<file path="src/rtl/uart_tx_fifo.sv">
// Buffered UART transmitter: small byte FIFO feeding a frame serialiser.
// Frames are 5-8 data bits LSB first, optional parity, 1 or 2 stop bits.
module uart_tx_fifo #(
  parameter int FIFO_DEPTH = 4,
  parameter int OVS        = 16
) (
  input  logic                          clk,
  input  logic                          rst_n,
  input  logic                          clk16,
  input  logic [4:0]                    cfg,
  input  logic [7:0]                    wr_data,
  input  logic                          wr_valid,
  output logic                          wr_ready,
  output logic                          tx_sn,
  output logic                          tx_busy,
  output logic                          tx_done,
  output logic [$clog2(FIFO_DEPTH):0]   fifo_count,
  output logic                          overflow
);

  localparam int AW = $clog2(FIFO_DEPTH);
  localparam int CW = AW + 1;
  localparam int TW = $clog2(OVS);
  localparam logic [AW-1:0] P1   = AW'(1);
  localparam logic [CW-1:0] C1   = CW'(1);
  localparam logic [CW-1:0] CMAX = CW'(FIFO_DEPTH);
  localparam logic [TW-1:0] T1   = TW'(1);
  localparam logic [TW-1:0] TMAX = TW'(OVS - 1);

  typedef enum logic [2:0] {
    IDLE,
    START,
    DATA,
    PARITY,
    STOP
  } state_t;

  logic [7:0]    mem_q [FIFO_DEPTH];
  logic [AW-1:0] wr_ptr_q, wr_ptr_d;
  logic [AW-1:0] rd_ptr_q, rd_ptr_d;
  logic [CW-1:0] count_q, count_d;
  logic          ovf_q, ovf_d;

  state_t        state_q, state_d;
  logic [TW-1:0] tcnt_q, tcnt_d;
  logic [2:0]    bitcnt_q, bitcnt_d;
  logic [7:0]    shift_q, shift_d;
  logic [4:0]    fcfg_q, fcfg_d;
  logic          par_q, par_d;
  logic          tx_q, tx_d;
  logic          done_q, done_d;

  logic          push;
  logic          pop;
  logic          tick_end;
  logic [7:0]    head;
  logic [7:0]    mask;
  logic [2:0]    last_bit;

  assign wr_ready   = (count_q < CMAX);
  assign push       = wr_valid && wr_ready;
  assign pop        = (state_q == IDLE) && (count_q != '0);
  assign tick_end   = clk16 && (tcnt_q == TMAX);
  assign head       = mem_q[rd_ptr_q];
  assign mask       = 8'hFF >> (2'd3 - cfg[1:0]);
  assign last_bit   = 3'd4 + {1'b0, fcfg_q[1:0]};

  assign tx_sn      = tx_q;
  assign tx_busy    = (state_q != IDLE);
  assign tx_done    = done_q;
  assign fifo_count = count_q;
  assign overflow   = ovf_q;

  // FIFO storage; contents need no reset since count gates every read
  always_ff @(posedge clk) begin
    if (push) mem_q[wr_ptr_q] <= wr_data;
  end

  // FIFO pointers, occupancy and sticky overflow
  always_comb begin
    wr_ptr_d = wr_ptr_q;
    rd_ptr_d = rd_ptr_q;
    count_d  = count_q;
    ovf_d    = ovf_q | (wr_valid & ~wr_ready);
    if (push) wr_ptr_d = wr_ptr_q + P1;
    if (pop)  rd_ptr_d = rd_ptr_q + P1;
    if (push && !pop)      count_d = count_q + C1;
    else if (!push && pop) count_d = count_q - C1;
  end

  // Frame FSM next state; line level is derived from the next state
  always_comb begin
    state_d  = state_q;
    tcnt_d   = tcnt_q;
    bitcnt_d = bitcnt_q;
    shift_d  = shift_q;
    fcfg_d   = fcfg_q;
    par_d    = par_q;
    done_d   = 1'b0;
    tx_d     = 1'b1;
    if (clk16 && state_q != IDLE) begin
      tcnt_d = tick_end ? '0 : tcnt_q + T1;
    end
    unique case (state_q)
      IDLE: begin
        if (pop) begin
          shift_d  = head;
          fcfg_d   = cfg;
          par_d    = ^(head & mask);
          tcnt_d   = '0;
          bitcnt_d = '0;
          state_d  = START;
        end
      end
      START: begin
        if (tick_end) state_d = DATA;
      end
      DATA: begin
        if (tick_end) begin
          shift_d  = {1'b0, shift_q[7:1]};
          bitcnt_d = bitcnt_q + 3'd1;
          if (bitcnt_q == last_bit) begin
            bitcnt_d = '0;
            state_d  = fcfg_q[3] ? PARITY : STOP;
          end
        end
      end
      PARITY: begin
        if (tick_end) state_d = STOP;
      end
      STOP: begin
        if (tick_end) begin
          if (fcfg_q[4] && bitcnt_q == 3'd0) begin
            bitcnt_d = 3'd1;
          end else begin
            bitcnt_d = '0;
            done_d   = 1'b1;
            state_d  = IDLE;
          end
        end
      end
      default: state_d = IDLE;
    endcase
    unique case (state_d)
      START:   tx_d = 1'b0;
      DATA:    tx_d = shift_d[0];
      PARITY:  tx_d = fcfg_d[2] ? par_d : ~par_d;
      default: tx_d = 1'b1;
    endcase
  end

  // State registers; reset drives the line idle at once
  always_ff @(posedge clk or negedge rst_n) begin
    if (!rst_n) begin
      wr_ptr_q <= '0;
      rd_ptr_q <= '0;
      count_q  <= '0;
      ovf_q    <= 1'b0;
      state_q  <= IDLE;
      tcnt_q   <= '0;
      bitcnt_q <= '0;
      shift_q  <= '0;
      fcfg_q   <= '0;
      par_q    <= 1'b0;
      tx_q     <= 1'b1;
      done_q   <= 1'b0;
    end else begin
      wr_ptr_q <= wr_ptr_d;
      rd_ptr_q <= rd_ptr_d;
      count_q  <= count_d;
      ovf_q    <= ovf_d;
      state_q  <= state_d;
      tcnt_q   <= tcnt_d;
      bitcnt_q <= bitcnt_d;
      shift_q  <= shift_d;
      fcfg_q   <= fcfg_d;
      par_q    <= par_d;
      tx_q     <= tx_d;
      done_q   <= done_d;
    end
  end

endmodule

</file>
<file path="config.mk">
export PLATFORM = sky130hd
export DESIGN_NAME = uart_tx_fifo
export DESIGN_NICKNAME = d
export VERILOG_FILES = /design/src/rtl/uart_tx_fifo.sv
export SDC_FILE = /design/constraint.sdc
export NUM_CORES = 1
export LEC_CHECK = 0
export BUFFER_PORTS_ARGS = -buffer_cell sky130_fd_sc_hd__buf_2
export CAP_MARGIN = 20
export CORE_UTILIZATION = 30
export DETAILED_ROUTE_END_ITERATION = 8
export SYNTH_ARGS = -nofsm -noshare
export SYNTH_HDL_FRONTEND = slang
export SYNTH_SLANG_ARGS = --single-unit
</file>
<file path="constraint.sdc">
create_clock -name clk -period 2.8 [get_ports clk]
set_clock_uncertainty 0.15 [all_clocks]
set_input_delay 0.14 -clock clk [delete_from_list [all_inputs] [get_ports clk]]
set_output_delay 0.14 -clock clk [all_outputs]
set_load 0.005 [all_outputs]
</file>
==> out/qor.yml <==
setup_path:
  end_kind: "flip-flop"
  r2r_setup_slack_ns: 0.51
  r2r_start: "tcnt_q[0]"
  path_cells: "ha_1, nand4_1, a2111o_1, and2_1, a2111oi_2, mux2i_1"
  crit_type: "flip-flop to flip-flop"
  cp.required_ns: 2.89
  cp_data_arrival_time_ns: 2.38
  slowest_stage: "a2111o_1"
  critPathMaxStageDelay_ns: 0.56
  worstSetupStartpointType: "flip-flop"
  cp_max_fo: 8
  worstSetupStartpoint: "tcnt_q[0]"
clock_network:
  cts.sinks: 66
  clk_pin_slew_worst_paths_ns: 0.07
  cts_max_path_buffers: 2
  cts-root-buf: "clkbuf_8"
  numCtsBuffers: 9
  clock_latency_ns: 0.34
  cts_tree: "built"
  cts_setup_buffers: 0
  cts.htree.levels: 3
global_routing:
  grt_overflow: 0
  antenna_found_initial: 0
  grt_max_degree: 35
  grt_pass1_wl_um: 9250
  track_usage: 0.117
  grt_pass1_vias: 1943
synth:
  synth_edf_count: 32
  synth_area_leaders: "edfxtp_1, dfrtp_1, mux4_1"
  synth.most_common_cell: "dfrtp_1"
  ys_seq_area_frac: 0.598
  avgSynthCellArea_um2: 13.3
  ys_types: 53
  yosys.area.top_type: "edfxtp_1"
  synthTopCellsByCount: "dfrtp_1, edfxtp_1, nand2_1"
  ys_dominant_reg_cell: "dfrtp_1"
  synthArstFlopShare: 0.515
  synthesis.area_um2: 3030
  synth_top_area_frac: 0.317
  synth_cells: 228
  synth_warnings: 0
  ys_ff_latch: 66
  syn_nets: 254
flow_run:
  drv_cap: 0
placement:
  place.gp.congestion: 0.798
  port_buffers: 24
  place_hpwl_um: 3780
detailed_routing:
  wire_per_inst_um: 13.2
  ant_nets: 0
  drcViolationCount: 0
  met1Wirelength_um: 2550
  drt_first_pass_iters: 4
  top_layer: "met4"
  vias: 1927
  met3WireLength_um: 228
  drt-vias-per-instance: 4.62
  drt-initial-drc-count: 137
  wl_um: 5510
  dr_wl_met2_um: 2710
timing:
  max_freq_mhz: 437
  grt_setup_unrepaired: "no"
  setup_tns_ns: 0
  tightest_slew_ns: 0.762
  relSlewSlack: 0.492
  hold_viol: 0
  post-route-min-period_ns: 2.29
  setup-violations-final: 0
  drv_slew: 0
  min_period_over_period: 0.817
layout:
  nets: 305
  final_core_util: 0.379
  area_growth_pct: 22.2
  diodes: 0
  final_layout_size_suffix_gt1_frac: 0.197
floorplanning:
  row_count: 36
  dieArea_um2: 10500
  coreArea_um2: 9770
  die_w_um: 103
  start_util: 0.310
  io_pins: 25
  die_height_um: 103
power:
  pwr_density_cell_nw_per_um2: 941
  p_leak_nw: 1.49
  vdd_drop_max_mv: 0.416
outcome:
  status: "finished, final reports clean"
worst_hold_path:
  min_path_type: "input port to asynchronous set/reset pin"
==> through the flow <==
step	total power, mW	instance area [µm²]	setup slack, ns	cells	hold slack (ns)
after floorplan	2.40	3030	0.415	228	-0.306
final	3.48	3700	0.513	417	0.267
after global placement	2.68	3340	0.489	385	0.111
after detailed placement	2.71	3340	0.503	385	0.118
after CTS	3.54	3700	0.491	417	0.274
after global routing	3.74	3700	0.326	417	0.338
==> registers in the layout, summed over array words and instances, names as in the netlist <==
| name | flops |
|---|---|
| rd_ptr_q | 2 |
| state_q | 3 |
| tx_sn | 1 |
| par_q | 1 |
| mem_q | 32 |
| overflow | 1 |
| tcnt_q | 4 |
| wr_ptr_q | 2 |
| shift_q | 8 |
| fcfg_q | 5 |
| tx_done | 1 |
| fifo_count | 3 |
| bitcnt_q | 3 |
==> worst max-delay path, delay by kind of cell (launching register included) <==
family	cells	cell delay, ns
DFF	1	0.42
muxes	1	0.14
and+or+nand+nor	2	0.39
AOI/OAI and AO/OA	2	0.84
adders and majority gates	1	0.25
==> routing by layer <==
layer / track usage / vias to the layer above
met4: 0.0363 / 0
met3: 0.0386 / 2
met1: 0.149 / 943
li1: - / 941
met2: 0.190 / 41
met5: 0 / -
==> layout by cell type (no fill, tap or decap), types with 2 or more instances in the layout <==
cell,count
nand3b_1,3
dfrtp_1,33
o21ai_0,6
dlygate4sd3_1,16
mux4_1,7
mux2i_1,2
o41ai_1,2
and2_1,6
clkbuf_8,10
nand3_1,8
a222oi_1,6
clkinvlp_4,3
buf_4,8
a22o_1,2
buf_2,24
ha_1,8
or3_1,2
a21oi_1,6
nand4_1,2
inv_1,17
nand2_1,24
nor2_1,9
xor2_1,5
nor2b_1,3
xnor2_1,9
edfxtp_1,32
==> layout make-up <==
class                   count  area, µm²
clock buffers              10        138
well taps                 133        166
repair buffers             48        340
multi-input cells         136       1110
flip-flops and latches     66       1810
inverters                  18       67.6
clock inverters             6       66.3
fillers                   965       6070
==> cell families after synthesis <==
group	count (synthesis)	share of synthesized area
xor+xnor	15	0.0483
compound gates	36	0.0921
mux	11	0.0784
fa+ha+maj	9	0.0396
flops	66	0.598
buf+inv	26	0.0351
simple gates	65	0.108
==> worst paths after layout <==
| check | to | cells after the start |
|---|---|---|
| max in group asynchronous | fifo_count[0] | 2 |
| min in group clk | overflow | 1 |
| worst min-delay path | tcnt_q[0] | 2 |
| worst max register to register | tx_sn | 6 |
| worst min register to register | overflow | 1 |
| worst max-delay path | tx_sn | 6 |
==> report_power, final <==
part / total, mW / leakage [nW] / internal [mW] / switching (mW)
Sequential: 1.50 / 0.707 / 1.29 / 0.201
Combinational: 1.19 / 0.687 / 0.621 / 0.567
Clock: 0.800 / 0.0945 / 0.435 / 0.366
Total: 3.48 / 1.49 / 2.35 / 1.13
==> what timing repair did <==
action | in CTS | in global routing
resized for setup | 0 | 0
hold endpoints to repair | 72 | 0
hold buffers | 16 | 0
(Power assumes the default switching activity.)
